### config.mk
export PLATFORM = sky130hd
export DESIGN_NAME = riscv_div_unit
export DESIGN_NICKNAME = d
export VERILOG_FILES = /design/src/rtl/riscv_div_unit.sv
export SDC_FILE = /design/constraint.sdc
export NUM_CORES = 1
export LEC_CHECK = 0
export CORE_UTILIZATION = 50
export CTS_CLUSTER_SIZE = 12
export DETAILED_ROUTE_END_ITERATION = 10
export GPL_TIMING_DRIVEN = 1
export PLACE_DENSITY = 0.78
export SLEW_MARGIN = 20
export SYNTH_ARGS = -nofsm -noshare
export SYNTH_HDL_FRONTEND = slang
export SYNTH_SLANG_ARGS = --single-unit
### constraint.sdc
create_clock -name i_riscv_clk -period 6.15 [get_ports i_riscv_clk]
set_clock_uncertainty 0.15 [all_clocks]
set_input_delay 0.9225 -clock i_riscv_clk [delete_from_list [all_inputs] [get_ports i_riscv_clk]]
set_output_delay 0.9225 -clock i_riscv_clk [all_outputs]
set_load 0.005 [all_outputs]
### src/rtl/riscv_div_unit.sv
// rtl/riscv_div_unit.sv - iterative radix-2 RV64 divider (DIV/DIVU/REM/REMU and W variants)
//
// Ports:
//   i_riscv_clk, i_riscv_rst_n      clock, asynchronous active-low reset
//   i_riscv_div_valid               divide instruction present in execute (held while stalled)
//   i_riscv_div_op[2:0]             {word, unsigned, rem}
//   i_riscv_div_rs1 / _rs2          dividend / divisor, sampled only when an operation starts
//   i_riscv_div_flush               synchronous abort, returns to IDLE at the next edge
//   o_riscv_div_result              registered result, held until the next completion
//   o_riscv_div_done                one-cycle result-valid pulse
//   o_riscv_div_stall               combinational stall request to the hazard unit
//   o_riscv_div_busy                FSM is not IDLE
//
// Build option: RISCV_DIV_FAST_SPECIAL_EN - when defined, divide-by-zero and signed
// overflow complete straight from IDLE to DONE instead of running all iterations.
module riscv_div_unit #(
    parameter int XLEN = 64
) (
    input  logic            i_riscv_clk,
    input  logic            i_riscv_rst_n,
    input  logic            i_riscv_div_valid,
    input  logic [2:0]      i_riscv_div_op,
    input  logic [XLEN-1:0] i_riscv_div_rs1,
    input  logic [XLEN-1:0] i_riscv_div_rs2,
    input  logic            i_riscv_div_flush,
    output logic [XLEN-1:0] o_riscv_div_result,
    output logic            o_riscv_div_done,
    output logic            o_riscv_div_stall,
    output logic            o_riscv_div_busy
);

    localparam logic [1:0] S_IDLE = 2'd0;
    localparam logic [1:0] S_BUSY = 2'd1;
    localparam logic [1:0] S_DONE = 2'd2;

    logic [1:0]  state;
    logic [5:0]  cnt;
    logic [63:0] q_reg;         // dividend shifting out at the top, quotient bits in at the bottom
    logic [63:0] r_reg;         // partial remainder, always < d_reg
    logic [63:0] d_reg;         // divisor magnitude
    logic        neg_q;
    logic        neg_r;
    logic        op_rem;
    logic        op_word;
    logic        special_pend;
    logic [63:0] special_reg;

    // Low 32 bits sign-extended for word ops, pass-through otherwise.
    function automatic logic [63:0] wext(input logic w, input logic [63:0] v);
        return w ? {{32{v[31]}}, v[31:0]} : v;
    endfunction

    // Operand preparation from the live inputs, used only at start.
    logic        in_rem, in_uns, in_word;
    logic [63:0] a_ext, b_ext, a_mag, b_mag, special_res;
    logic        a_neg, b_neg, div_zero, sgn_ovf, is_special;

    always_comb begin
        in_rem  = i_riscv_div_op[0];
        in_uns  = i_riscv_div_op[1];
        in_word = i_riscv_div_op[2];
        a_ext = in_word ? (in_uns ? {32'd0, i_riscv_div_rs1[31:0]}
                                  : {{32{i_riscv_div_rs1[31]}}, i_riscv_div_rs1[31:0]})
                        : i_riscv_div_rs1;
        b_ext = in_word ? (in_uns ? {32'd0, i_riscv_div_rs2[31:0]}
                                  : {{32{i_riscv_div_rs2[31]}}, i_riscv_div_rs2[31:0]})
                        : i_riscv_div_rs2;
        a_neg = ~in_uns & a_ext[63];
        b_neg = ~in_uns & b_ext[63];
        a_mag = a_neg ? (~a_ext + 64'd1) : a_ext;
        b_mag = b_neg ? (~b_ext + 64'd1) : b_ext;
        div_zero = (b_ext == 64'd0);
        sgn_ovf  = ~in_uns & (b_ext == {64{1'b1}})
                 & (a_ext == (in_word ? 64'hFFFF_FFFF_8000_0000 : 64'h8000_0000_0000_0000));
        is_special = div_zero | sgn_ovf;
        if (div_zero)
            special_res = wext(in_word, in_rem ? a_ext : {64{1'b1}});
        else
            special_res = wext(in_word, in_rem ? 64'd0 : a_ext);
    end

    // One restoring step. Because r_reg < d_reg, partial < 2*d_reg, so bit 64 of
    // the trial difference is set exactly when the subtraction would go negative.
    logic [64:0] partial, trial;
    logic        fits;
    logic [63:0] next_q, next_r, q_fix, r_fix, iter_res;
    logic        last_iter;

    always_comb begin
        partial  = {r_reg, q_reg[63]};
        trial    = partial - {1'b0, d_reg};
        fits     = ~trial[64];
        next_r   = fits ? trial[63:0] : partial[63:0];
        next_q   = {q_reg[62:0], fits};
        q_fix    = neg_q ? (~next_q + 64'd1) : next_q;
        r_fix    = neg_r ? (~next_r + 64'd1) : next_r;
        iter_res = wext(op_word, op_rem ? r_fix : q_fix);
        last_iter = (cnt == (op_word ? 6'd31 : 6'd63));
    end

    always_ff @(posedge i_riscv_clk or negedge i_riscv_rst_n) begin
        if (!i_riscv_rst_n) begin
            state              <= S_IDLE;
            cnt                <= 6'd0;
            q_reg              <= 64'd0;
            r_reg              <= 64'd0;
            d_reg              <= 64'd0;
            neg_q              <= 1'b0;
            neg_r              <= 1'b0;
            op_rem             <= 1'b0;
            op_word            <= 1'b0;
            special_pend       <= 1'b0;
            special_reg        <= 64'd0;
            o_riscv_div_result <= '0;
        end else if (i_riscv_div_flush) begin
            state <= S_IDLE;
        end else begin
            case (state)
                S_IDLE: begin
                    if (i_riscv_div_valid) begin
                        neg_q        <= a_neg ^ b_neg;
                        neg_r        <= a_neg;
                        op_rem       <= in_rem;
                        op_word      <= in_word;
                        d_reg        <= b_mag;
                        // Word dividends are pre-aligned to the top so 32 steps suffice.
                        q_reg        <= in_word ? {a_mag[31:0], 32'd0} : a_mag;
                        r_reg        <= 64'd0;
                        cnt          <= 6'd0;
                        special_reg  <= special_res;
                        special_pend <= is_special;
`ifdef RISCV_DIV_FAST_SPECIAL_EN
                        if (is_special) begin
                            state              <= S_DONE;
                            o_riscv_div_result <= special_res;
                        end else begin
                            state <= S_BUSY;
                        end
`else
                        state <= S_BUSY;
`endif
                    end
                end
                S_BUSY: begin
                    q_reg <= next_q;
                    r_reg <= next_r;
                    cnt   <= cnt + 6'd1;
                    if (last_iter) begin
                        state              <= S_DONE;
                        o_riscv_div_result <= special_pend ? special_reg : iter_res;
                    end
                end
                S_DONE:  state <= S_IDLE;
                default: state <= S_IDLE;
            endcase
        end
    end

    assign o_riscv_div_done  = (state == S_DONE);
    assign o_riscv_div_busy  = (state != S_IDLE);
    assign o_riscv_div_stall = ~i_riscv_div_flush
                             & (((state == S_IDLE) & i_riscv_div_valid) | (state == S_BUSY));

endmodule

==> results.md <==
- Leading cell types in the layout, fill and taps excluded: 483 x nand2_1, 480 x o21ai_0, 331 x dfrtp_1
- Die Area: 0.0546 sq mm
- P_int: 0.00806 W
- R2r startpoint: q_reg[63]
- Final hold vios: 0
- DRC viols: 16
- Compound-Gate Fraction of Synth Area: 28.0%
- Post-synth cell types: 99
- Status: complete, but fails checks
- P per Cell Area: 565 mW/mm^2
- Slowest stage delay, CP: 0.50 ns
- Worst-margin pin slew: 0.990 ns
- Largest net degree at the start of global routing: 149
- Mapped Cells: 3,538
- Worst min-delay path class: input pin to asynchronous set/reset pin
- Worst reg2reg path endpoint: o_riscv_div_result[60]
- Final worst-path cycle share: 95.7%
- Synthesized Nets: 3,744
- Switching power total: 0.00939 W
- Layout cell share with drive strength beyond 1: 6.01%
- Drt wl/cell: 23.8 um
- Via count: 28,531
- Synth Area in Adders: 3.38%
- Place WS: 0.160 ns
- CTS tree: done
- Via-to-Cell Ratio: 6.54
- Violated checks: DRC
- Chip Height: 234 um
- Critical path startpoint category: flop
- Final min period: 5.89 ns
- Non-Filler Instances: 4,365
- Yosys warning count: 0
- CP Capture Type: flop
- Final Cell Area: 0.0309 sq mm
- Initial core utilization: 50.8%
- Clock power share: 13.4%
- Logic gate share of total power: 68.3%
- Slowest-stage cell, CP: or4_1
- M1 GR Usage: 51.3%
- DRT antenna net count: 0
- Mapped Area: 0.0268 sq mm
- XOR/XNOR Fraction of Synth Area: 9.27%
- Layout overhead on the synthesized area: 15.1%
- Largest family of logic cells by synthesized area: compound AO/OA/AOI/OAI gates
- Die width: 234 um
- Total gr overflow: 0
- Mapped Avg Cell Area: 7.58 sq um
- Initial DRC count: 3,872
- RSZ-0062 raised after global routing: false
- Detailed Route WL: 104,000 um
- Setup ws final: 0.263 ns
- Post-synth EDFFs: 0
- Length in cells of the worst reg-to-reg path: 25
- Post-synthesis register bit count: 333
- H-tree lvl count: 2
- Core area: 0.0528 sq mm
- WHS: 0.205 ns
- Max Root-Sink Buffers: 3
- First-pass GRT wire length: 155,000 um
- Dpl hpwl: 79,700 um
- Clk pin slew, worst setup/hold paths: 0.07 ns
- Sw Share: 53.8%
- Initial antenna violation count: 1
- Max frequency: 170 MHz
- Core Rows: 84
- Busiest layer in global routing: met2
- IO buf count: 201
- Num ports: 202
- Reg2Reg Setup Slack: 0.26 ns
- Commonest non-fill, non-tap cell in the layout: nand2_1
- Start-to-end type of the worst setup path: flop to flop
- Sequential-to-total area share from yosys stat: 31.1%
- Final GP Congestion: 1.02
- Met3 global-route usage: 8.51%
- Grt met2 use: 56.4%
- Clk Latency, worst-skew pair: 0.59 ns
- Post-synthesis mux area share: 1.88%
- Post-synthesis simple-gate area fraction: 21.6%
- Hold_buf cts: 0
- Peak supply drop: 0.614 mV
- Cts bufs inserted: 39
- Nets: 3,854
- Worst Path Max Fanout: 5
- Critical path data arrival time: 6.22 ns
- Setup TNS: 0 ns
- Asr flop ratio synth: 100%
- Finish-stage setup viols: 0
- Clk sinks: 333
- Req. time, crit path: 6.49 ns
- Leakage power total: 12.5 nW
- Maximum Capacitance Violations: 0
- Relative slew slack: 33.6%
- Placed insts: 4,293
- DP Area: 0.0295 sq mm
- Reg power frac: 18.3%
- DRT Pass-1 Iters: 11
- Number of global-route vias before repair: 25,673
- Top_reg_cell synth: dfrtp_1
- Root buf cell: clkbuf_16
- Slew Limit Fails: 0
- GRT Util Overall: 37.3%
## cell type report
cell class                 instances  area [sq um]
multi-input combinational       2875         17300
timing repair buffer             295          2740
fill                            4908         21900
tap                              688           861
antenna                            1          2.50
clock buffer                      53          1080
inverter                         104           390
clock inverter                    16           180
sequential                       333          8340
## metal layers
layer | part of all wire, % | up-vias
met2 | 44 | 1690
met5 | 0 | -
met4 | 4.4 | 0
met3 | 11 | 246
met1 | 41 | 13548
li1 | - | 13047
## synth_stat cells, types with 8 or more instances
library cell	number	area share [%]
and3_1	16	0.37
ha_1	70	3.3
a22oi_1	35	0.98
or2_2	12	0.28
or3_1	45	1.0
nand4_1	52	1.2
mux2i_1	48	1.8
a211oi_1	72	2.0
o21a_1	18	0.50
buf_1	14	0.20
a221oi_1	12	0.39
buf_2	30	0.56
o211ai_1	26	0.73
o31ai_1	52	1.5
a31oi_1	23	0.54
or4_1	27	0.76
and4_1	8	0.26
o22ai_1	10	0.23
nor2b_1	27	0.63
and2_1	17	0.40
xor2_1	129	4.2
nor2_1	310	4.3
o41ai_1	26	0.85
nand3_1	30	0.56
clkbuf_1	180	2.5
o21ai_1	32	0.60
nor3b_1	9	0.25
nand2_1	485	6.8
nand2b_1	24	0.56
xnor2_1	155	5.1
inv_1	102	1.4
a21o_1	26	0.73
nor4_1	48	1.1
dfrtp_1	333	31
nor3_1	88	1.6
o21ai_0	480	9.0
a21oi_1	299	5.6
a221o_1	17	0.63
## how the worst max path moves through the flow
| stage | from | to | slack, ns | depth (start not counted) |
|---|---|---|---|---|
| 2_1_floorplan | q_reg[63] | o_riscv_div_result[60] | 0.05 | 28 |
| 3_3_place_gp | q_reg[63] | o_riscv_div_result[60] | 0.24 | 25 |
| 3_5_place_dp | q_reg[63] | o_riscv_div_result[60] | 0.16 | 25 |
| 4_1_cts | q_reg[63] | o_riscv_div_result[60] | 0.1 | 25 |
| 5_1_grt | q_reg[63] | o_riscv_div_result[58] | 0.003 | 22 |
| 6_report | q_reg[63] | o_riscv_div_result[60] | 0.26 | 25 |
## cells by family after synthesis
kind of cell,Yosys count
xor+xnor,284
buf+inv,330
mux,50
simple gates,1237
flops,333
fa+ha+maj,72
compound gates,1232
## stage by stage
| stage | power (W) | utilization, % |
|---|---|---|
| floorplan | 0.0110 | - |
| global placement | 0.0147 | 56.0 |
| detailed placement | 0.0147 | 56.0 |
| CTS | 0.0171 | 58.4 |
| global route | 0.0184 | 58.5 |
| finish | 0.0175 | 58.5 |
## repair_timing
action | CTS | global route
endpoints found under the setup margin | 0 | 7
gates resized for setup | 0 | 12
buffers inserted | 0 | 2
## power by group through the flow
stage                     Clock, W  Combinational, W  Sequential (W)
after CTS                  0.00235            0.0116         0.00316
after floorplan                  0           0.00807         0.00298
after global routing       0.00243            0.0128         0.00322
after global placement           0            0.0115         0.00318
final                      0.00235            0.0119         0.00319
after detailed placement         0            0.0115         0.00320
## critical path: cells and delay by family, from the launching register on
kind | cells | cell delay (ns)
AO/OA/AOI/OAI | 8 | 1.64
buffers and inverters | 2 | 0.17
flip-flops | 1 | 0.39
XOR/XNOR | 1 | 0.15
adder cells (fa/ha/maj) | 3 | 0.84
AND/OR/NAND/NOR | 11 | 2.45
Power figures use the tool's default switching activity.
